### config.mk
export PLATFORM = sky130hd
export DESIGN_NAME = api_slave
export DESIGN_NICKNAME = d
export VERILOG_FILES = /design/src/rtl/api_slave.sv
export SDC_FILE = /design/constraint.sdc
export NUM_CORES = 1
export LEC_CHECK = 0
export ABC_AREA = 1
export BUFFER_PORTS_ARGS = -buffer_cell sky130_fd_sc_hd__buf_2
export CAP_MARGIN = 20
export CORE_ASPECT_RATIO = 2
export CORE_MARGIN = 10
export CORE_UTILIZATION = 35
export DETAILED_ROUTE_END_ITERATION = 7
export SLEW_MARGIN = 20
export SYNTH_ARGS = -nofsm -noshare
export SYNTH_HDL_FRONTEND = slang
export SYNTH_SLANG_ARGS = --single-unit
### constraint.sdc
create_clock -name clk -period 2.48 [get_ports clk]
set_clock_uncertainty 0.15 [all_clocks]
set_input_delay 0.496 -clock clk [delete_from_list [all_inputs] [get_ports clk]]
set_output_delay 0.496 -clock clk [all_outputs]
set_load 0.005 [all_outputs]
### src/rtl/api_slave.sv
// api_slave: serial API responder. Deserializes 32-bit work words from sck/mosi and
// returns FIFO result blocks on miso. Build macro: API_SLAVE_LOOPBACK_EN (idle words echo input).
module api_slave #(
  parameter int WORK_LEN = 23,
  parameter int RESP_LEN = 11
) (
  input  logic        clk,
  input  logic        rst,
  input  logic        load_n,
  input  logic        sck,
  input  logic        mosi,
  output logic        miso,
  output logic        work_vld,
  output logic [4:0]  work_idx,
  output logic [31:0] work_dat,
  output logic        work_done,
  input  logic        res_empty,
  output logic        res_rd,
  input  logic [31:0] res_dat,
  output logic        busy,
  output logic        err_underrun,
  output logic        dbg_state
);

  typedef enum logic {IDLE = 1'b0, SHIFT = 1'b1} state_t;

  localparam logic [4:0] IDX_LAST = 5'(WORK_LEN - 1);
  localparam logic [4:0] RESP_END = 5'(RESP_LEN);

  state_t      state_q, state_d;
  logic [2:0]  sck_q, load_q;
  logic [1:0]  mosi_q;
  logic [4:0]  bit_cnt_q, bit_cnt_d;
  logic [4:0]  idx_q, idx_d;
  logic [31:0] rx_sr_q, rx_sr_d;
  logic [31:0] tx_sr_q, tx_sr_d;
  logic        armed_q, armed_d;
  logic        err_q, err_d;
  logic        work_vld_q, work_vld_d;
  logic        work_done_q, work_done_d;
  logic [4:0]  work_idx_q, work_idx_d;
  logic [31:0] work_dat_q, work_dat_d;
  logic        res_rd_q, res_rd_d;

  logic        rise_e, fall_e, sel_e, desel_e, mosi_s;
  logic [31:0] rx_word;
  logic [4:0]  next_idx, load_idx;
  logic        load_en, frame_start, armed_now;

  // Index [1] is the synchronized level, index [2] its previous value for edge detection.
  assign rise_e  =  sck_q[1] & ~sck_q[2];
  assign fall_e  = ~sck_q[1] &  sck_q[2];
  assign sel_e   = ~load_q[1] &  load_q[2];
  assign desel_e =  load_q[1] & ~load_q[2];
  assign mosi_s  = mosi_q[1];

  always_ff @(posedge clk) begin
    if (rst) begin
      sck_q       <= 3'b000;
      load_q      <= 3'b111;
      mosi_q      <= 2'b00;
      state_q     <= IDLE;
      bit_cnt_q   <= '0;
      idx_q       <= '0;
      rx_sr_q     <= '0;
      tx_sr_q     <= '0;
      armed_q     <= 1'b0;
      err_q       <= 1'b0;
      work_vld_q  <= 1'b0;
      work_done_q <= 1'b0;
      work_idx_q  <= '0;
      work_dat_q  <= '0;
      res_rd_q    <= 1'b0;
    end else begin
      sck_q       <= {sck_q[1:0], sck};
      load_q      <= {load_q[1:0], load_n};
      mosi_q      <= {mosi_q[0], mosi};
      state_q     <= state_d;
      bit_cnt_q   <= bit_cnt_d;
      idx_q       <= idx_d;
      rx_sr_q     <= rx_sr_d;
      tx_sr_q     <= tx_sr_d;
      armed_q     <= armed_d;
      err_q       <= err_d;
      work_vld_q  <= work_vld_d;
      work_done_q <= work_done_d;
      work_idx_q  <= work_idx_d;
      work_dat_q  <= work_dat_d;
      res_rd_q    <= res_rd_d;
    end
  end

  always_comb begin
    state_d     = state_q;
    bit_cnt_d   = bit_cnt_q;
    idx_d       = idx_q;
    rx_sr_d     = rx_sr_q;
    tx_sr_d     = tx_sr_q;
    armed_d     = armed_q;
    err_d       = err_q;
    work_vld_d  = 1'b0;
    work_done_d = 1'b0;
    work_idx_d  = work_idx_q;
    work_dat_d  = work_dat_q;
    res_rd_d    = 1'b0;
    rx_word     = {rx_sr_q[30:0], mosi_s};
    next_idx    = (idx_q == IDX_LAST) ? 5'd0 : idx_q + 5'd1;
    load_en     = 1'b0;
    load_idx    = '0;
    frame_start = 1'b0;

    unique case (state_q)
      IDLE: begin
        if (sel_e) begin
          state_d     = SHIFT;
          bit_cnt_d   = '0;
          idx_d       = '0;
          load_en     = 1'b1;
          frame_start = 1'b1;
        end
      end
      SHIFT: begin
        if (desel_e) begin
          state_d   = IDLE;
          bit_cnt_d = '0;
          idx_d     = '0;
        end else if (rise_e) begin
          rx_sr_d = rx_word;
          if (bit_cnt_q == 5'd31) begin
            work_vld_d  = 1'b1;
            work_dat_d  = rx_word;
            work_idx_d  = idx_q;
            work_done_d = (idx_q == IDX_LAST);
            bit_cnt_d   = '0;
            idx_d       = next_idx;
            load_en     = 1'b1;
            load_idx    = next_idx;
            frame_start = (next_idx == 5'd0);
          end else begin
            bit_cnt_d = bit_cnt_q + 5'd1;
          end
        end else if (fall_e && bit_cnt_q != 5'd0) begin
          // The fall that follows a word's last rise must not shift out the freshly loaded bit 31.
          tx_sr_d = {tx_sr_q[30:0], 1'b0};
        end
      end
      default: state_d = IDLE;
    endcase

    // res_dat is captured on the edge that raises res_rd; the FIFO pops at the end of that cycle.
    armed_now = frame_start ? ~res_empty : armed_q;
    if (load_en) begin
      armed_d = armed_now;
      if (load_idx < RESP_END) begin
        if (armed_now) begin
          if (res_empty) begin
            tx_sr_d = '0;
            err_d   = 1'b1;
          end else begin
            tx_sr_d  = res_dat;
            res_rd_d = 1'b1;
          end
        end else begin
`ifdef API_SLAVE_LOOPBACK_EN
          tx_sr_d = frame_start ? 32'h0 : rx_word;
`else
          tx_sr_d = 32'h0;
`endif
        end
      end else begin
        tx_sr_d = '0;
      end
    end
  end

  assign miso         = (state_q == SHIFT) ? tx_sr_q[31] : 1'b1;
  assign busy         = (state_q == SHIFT);
  assign dbg_state    = state_q;
  assign work_vld     = work_vld_q;
  assign work_done    = work_done_q;
  assign work_idx     = work_idx_q;
  assign work_dat     = work_dat_q;
  assign res_rd       = res_rd_q;
  assign err_underrun = err_q;

endmodule
==> impl_metrics.env <==
export IMPL_diodes=0
export IMPL_synthArstFlopShare=0
export IMPL_cts_buffers=17
export IMPL_wl_per_cell_um=13.3
export IMPL_dr_pass1_iters=4
export IMPL_peakVddDrop_mv=0.620
export IMPL_path_cells="ha_1 > inv_1 > nor2_1 > ha_1 > nand3_1 > nor2_4 > inv_2 > nor2_1 > nand2_4 > nand4_1 > a21oi_1"
export IMPL_vias_per_cell=4.66
export IMPL_root_buffer="clkbuf_16"
export IMPL_die_w_um=107
export IMPL_insertion_delay_ns=0.41
export IMPL_route_detailed_drc=0
export IMPL_synthesis_nets=770
export IMPL_clock_fmax_mhz=450
export IMPL_required_ns=2.61
export IMPL_synth_largest_area_cell="dfxtp_1"
export IMPL_placed_cells=967
export IMPL_die_h_um=195
export IMPL_netlist_top_cells_area="dfxtp_1 46%, a21oi_1 9.9%, inv_1 8.3%, nand2_1 6.5%, nor2_1 6.1%"
export IMPL_period_minus_slack_ns=2.22
export IMPL_h_tree_depth=4
export IMPL_drt_iter0_drc=110
export IMPL_io_pins=82
export IMPL_hp_class="input port to register"
export IMPL_synth_cell_types=28
export IMPL_portBuffers=81
export IMPL_ys_flop_type="dfxtp_1"
export IMPL_clock_sinks=124
export IMPL_cts_tree="built"
export IMPL_initial_core_util=0.359
export IMPL_path_max_fanout=34
export IMPL_fillers=1541
export IMPL_final_setup_viol_count=0
export IMPL_drv_cap=0
export IMPL_vias=4660
export IMPL_core_area_sq_um=14900
export IMPL_ctsHoldBuffers=0
export IMPL_synth_edf_count=0
export IMPL_p_leak_uw=0.00300
export IMPL_syn_inst=727
export IMPL_grt_ovfl_total=0
export IMPL_grt_use_total=0.131
export IMPL_grt_pass1_wl_um=22400
export IMPL_tightest_slew_ns=0.518
export IMPL_syn_area_sq_um=5350
export IMPL_fin_cells=999
export IMPL_hpwlAfterDp_um=9030
export IMPL_endpoint_kind="register"
export IMPL_syn_avg_cell_area_sq_um=7.36
export IMPL_nNetsFinal=835
export IMPL_slew_headroom=0.654
export IMPL_ant_nets=0
export IMPL_status="finished clean"
export IMPL_power_density_nw_per_um2=708
export IMPL_arrival_ns=2.36
export IMPL_final_max_slew_viol_count=0
export IMPL_hold_viol=0
export IMPL_place_congestion=0.770
export IMPL_fp_row_count=63
export IMPL_grt_max_degree=64
export IMPL_synth_seq_cells=124
export IMPL_cts_clk_slew_worst_paths_ns=0.06
export IMPL_ff2ff_setup_slack_ns=0.26
export IMPL_wl_um=13300
export IMPL_crit_family="simple AND/OR/NAND/NOR gates"
export IMPL_slowest_delay_ns=0.38
export IMPL_holdWs_ns=0.122
export IMPL_cp_start_kind="register"
export IMPL_die_area_sq_um=20900
export IMPL_antenna_found_initial=0
export IMPL_worst_setup_path_type="register to register"
export IMPL_synth_top_cell_area_share=0.464
export IMPL_grt_pass1_vias=4677
export IMPL_syn2layout_area_growth_pct=21.0
export IMPL_period_share=0.895
export IMPL_crit_buf_inv=2
export IMPL_drive_gt1_frac=0.183
export IMPL_clk_path_buf_depth=2
export IMPL_slowest_stage="dfxtp_1"
export IMPL_yosys_warnings=0
export IMPL_yosysSeqAreaShare=0.464
## cells by family (layout without fill, tap and decap cells)
family          after synthesis  count (layout)  synth area share
buf+inv                     172             249             0.133
xor+xnor                      1               1           0.00164
flops                       124             124             0.464
fa+ha+maj                     5               5            0.0117
compound gates              182             182             0.186
simple gates                243             243             0.204
## flip-flops by register name, indices dropped and copies added (netlist names)
name,flops
bit_cnt_q,5
idx_q,5
sck_q,3
err_underrun,1
load_q,3
res_rd,1
mosi_q,2
work_vld,1
rx_sr_q,31
work_idx,5
work_dat,32
tx_sr_q,32
work_done,1
busy,1
armed_q,1
## stage by stage
| stage | setup WS [ns] | power, uW | util | TNS (ns) | cell area [sq um] |
|---|---|---|---|---|---|
| after global placement | 0.262 | 2300 | 0.397 | 0 | 5920 |
| after floorplan | 0.362 | 2220 | - | 0 | 5350 |
| final | 0.259 | 4580 | 0.435 | 0 | 6470 |
| after global routing | -0.0154 | 4770 | 0.435 | -0.0608 | 6470 |
| after detailed placement | 0.243 | 2300 | 0.397 | 0 | 5920 |
| after CTS | 0.230 | 4640 | 0.434 | 0 | 6460 |
## routing by layer
metal / GRT usage / share of wire
met2: 0.231 / 0.52
met3: 0.0394 / 0.045
met4: 0.0526 / 0.015
met5: 0 / 0
met1: 0.139 / 0.42
## cells in the mapped netlist (3+ instances only)
library cell	number
a211oi_1	29
a21oi_1	106
buf_2	7
buf_6	7
clkbuf_1	33
dfxtp_1	124
ha_1	5
inv_1	118
inv_2	4
nand2_1	92
nand2_2	4
nand3_1	11
nand4_1	38
nor2_1	87
o21ai_0	41
o22ai_1	4
or2_2	3
## cell usage in the layout, fill, tap and decap left out, types with 2 or more instances in the layout
| cell type | instances |
|---|---|
| a211oi_1 | 29 |
| a21oi_1 | 106 |
| buf_12 | 4 |
| buf_2 | 81 |
| buf_4 | 11 |
| clkbuf_1 | 3 |
| clkbuf_16 | 17 |
| clkinv_4 | 4 |
| dfxtp_1 | 123 |
| ha_1 | 5 |
| inv_1 | 117 |
| inv_2 | 5 |
| inv_6 | 4 |
| nand2_1 | 92 |
| nand2_2 | 4 |
| nand2_4 | 2 |
| nand3_1 | 11 |
| nand4_1 | 38 |
| nor2_1 | 86 |
| nor2_4 | 3 |
| o21ai_0 | 41 |
| o22ai_1 | 4 |
| or2_2 | 3 |
## power breakdown
part / leakage [uW] / internal [uW] / switching, uW
registers: 0.00100 / 2020 / 15.9
logic: 0.00173 / 77.9 / 143
clock network: 0.000266 / 1390 / 937
total: 0.00300 / 3490 / 1100
## path summary, 6_finish.rpt
path                                   start    endpoint  cells after the start
worst min-delay path                  load_n   load_q[0]                      2
worst max-delay path            bit_cnt_q[0]  tx_sr_q[0]                     11
worst min register to register     mosi_q[0]   mosi_q[1]                      2
worst max register to register  bit_cnt_q[0]  tx_sr_q[0]                     11
## repair_timing
action,CTS,global route
gates resized for setup,0,1
endpoints found under the setup margin,0,32
endpoints found under the hold margin,0,0
buffers inserted,0,1
## final cells by class
cell class	instances	area (sq um)	area share
clock buffer	20	437	0.0675
inverter	122	458	0.0707
timing repair buffer	96	568	0.0877
tap	195	244	0.0377
multi-input combinational	431	2170	0.335
sequential	124	2480	0.384
clock inverter	11	113	0.0174
No activity file was read; power rests on OpenSTA's default activity.
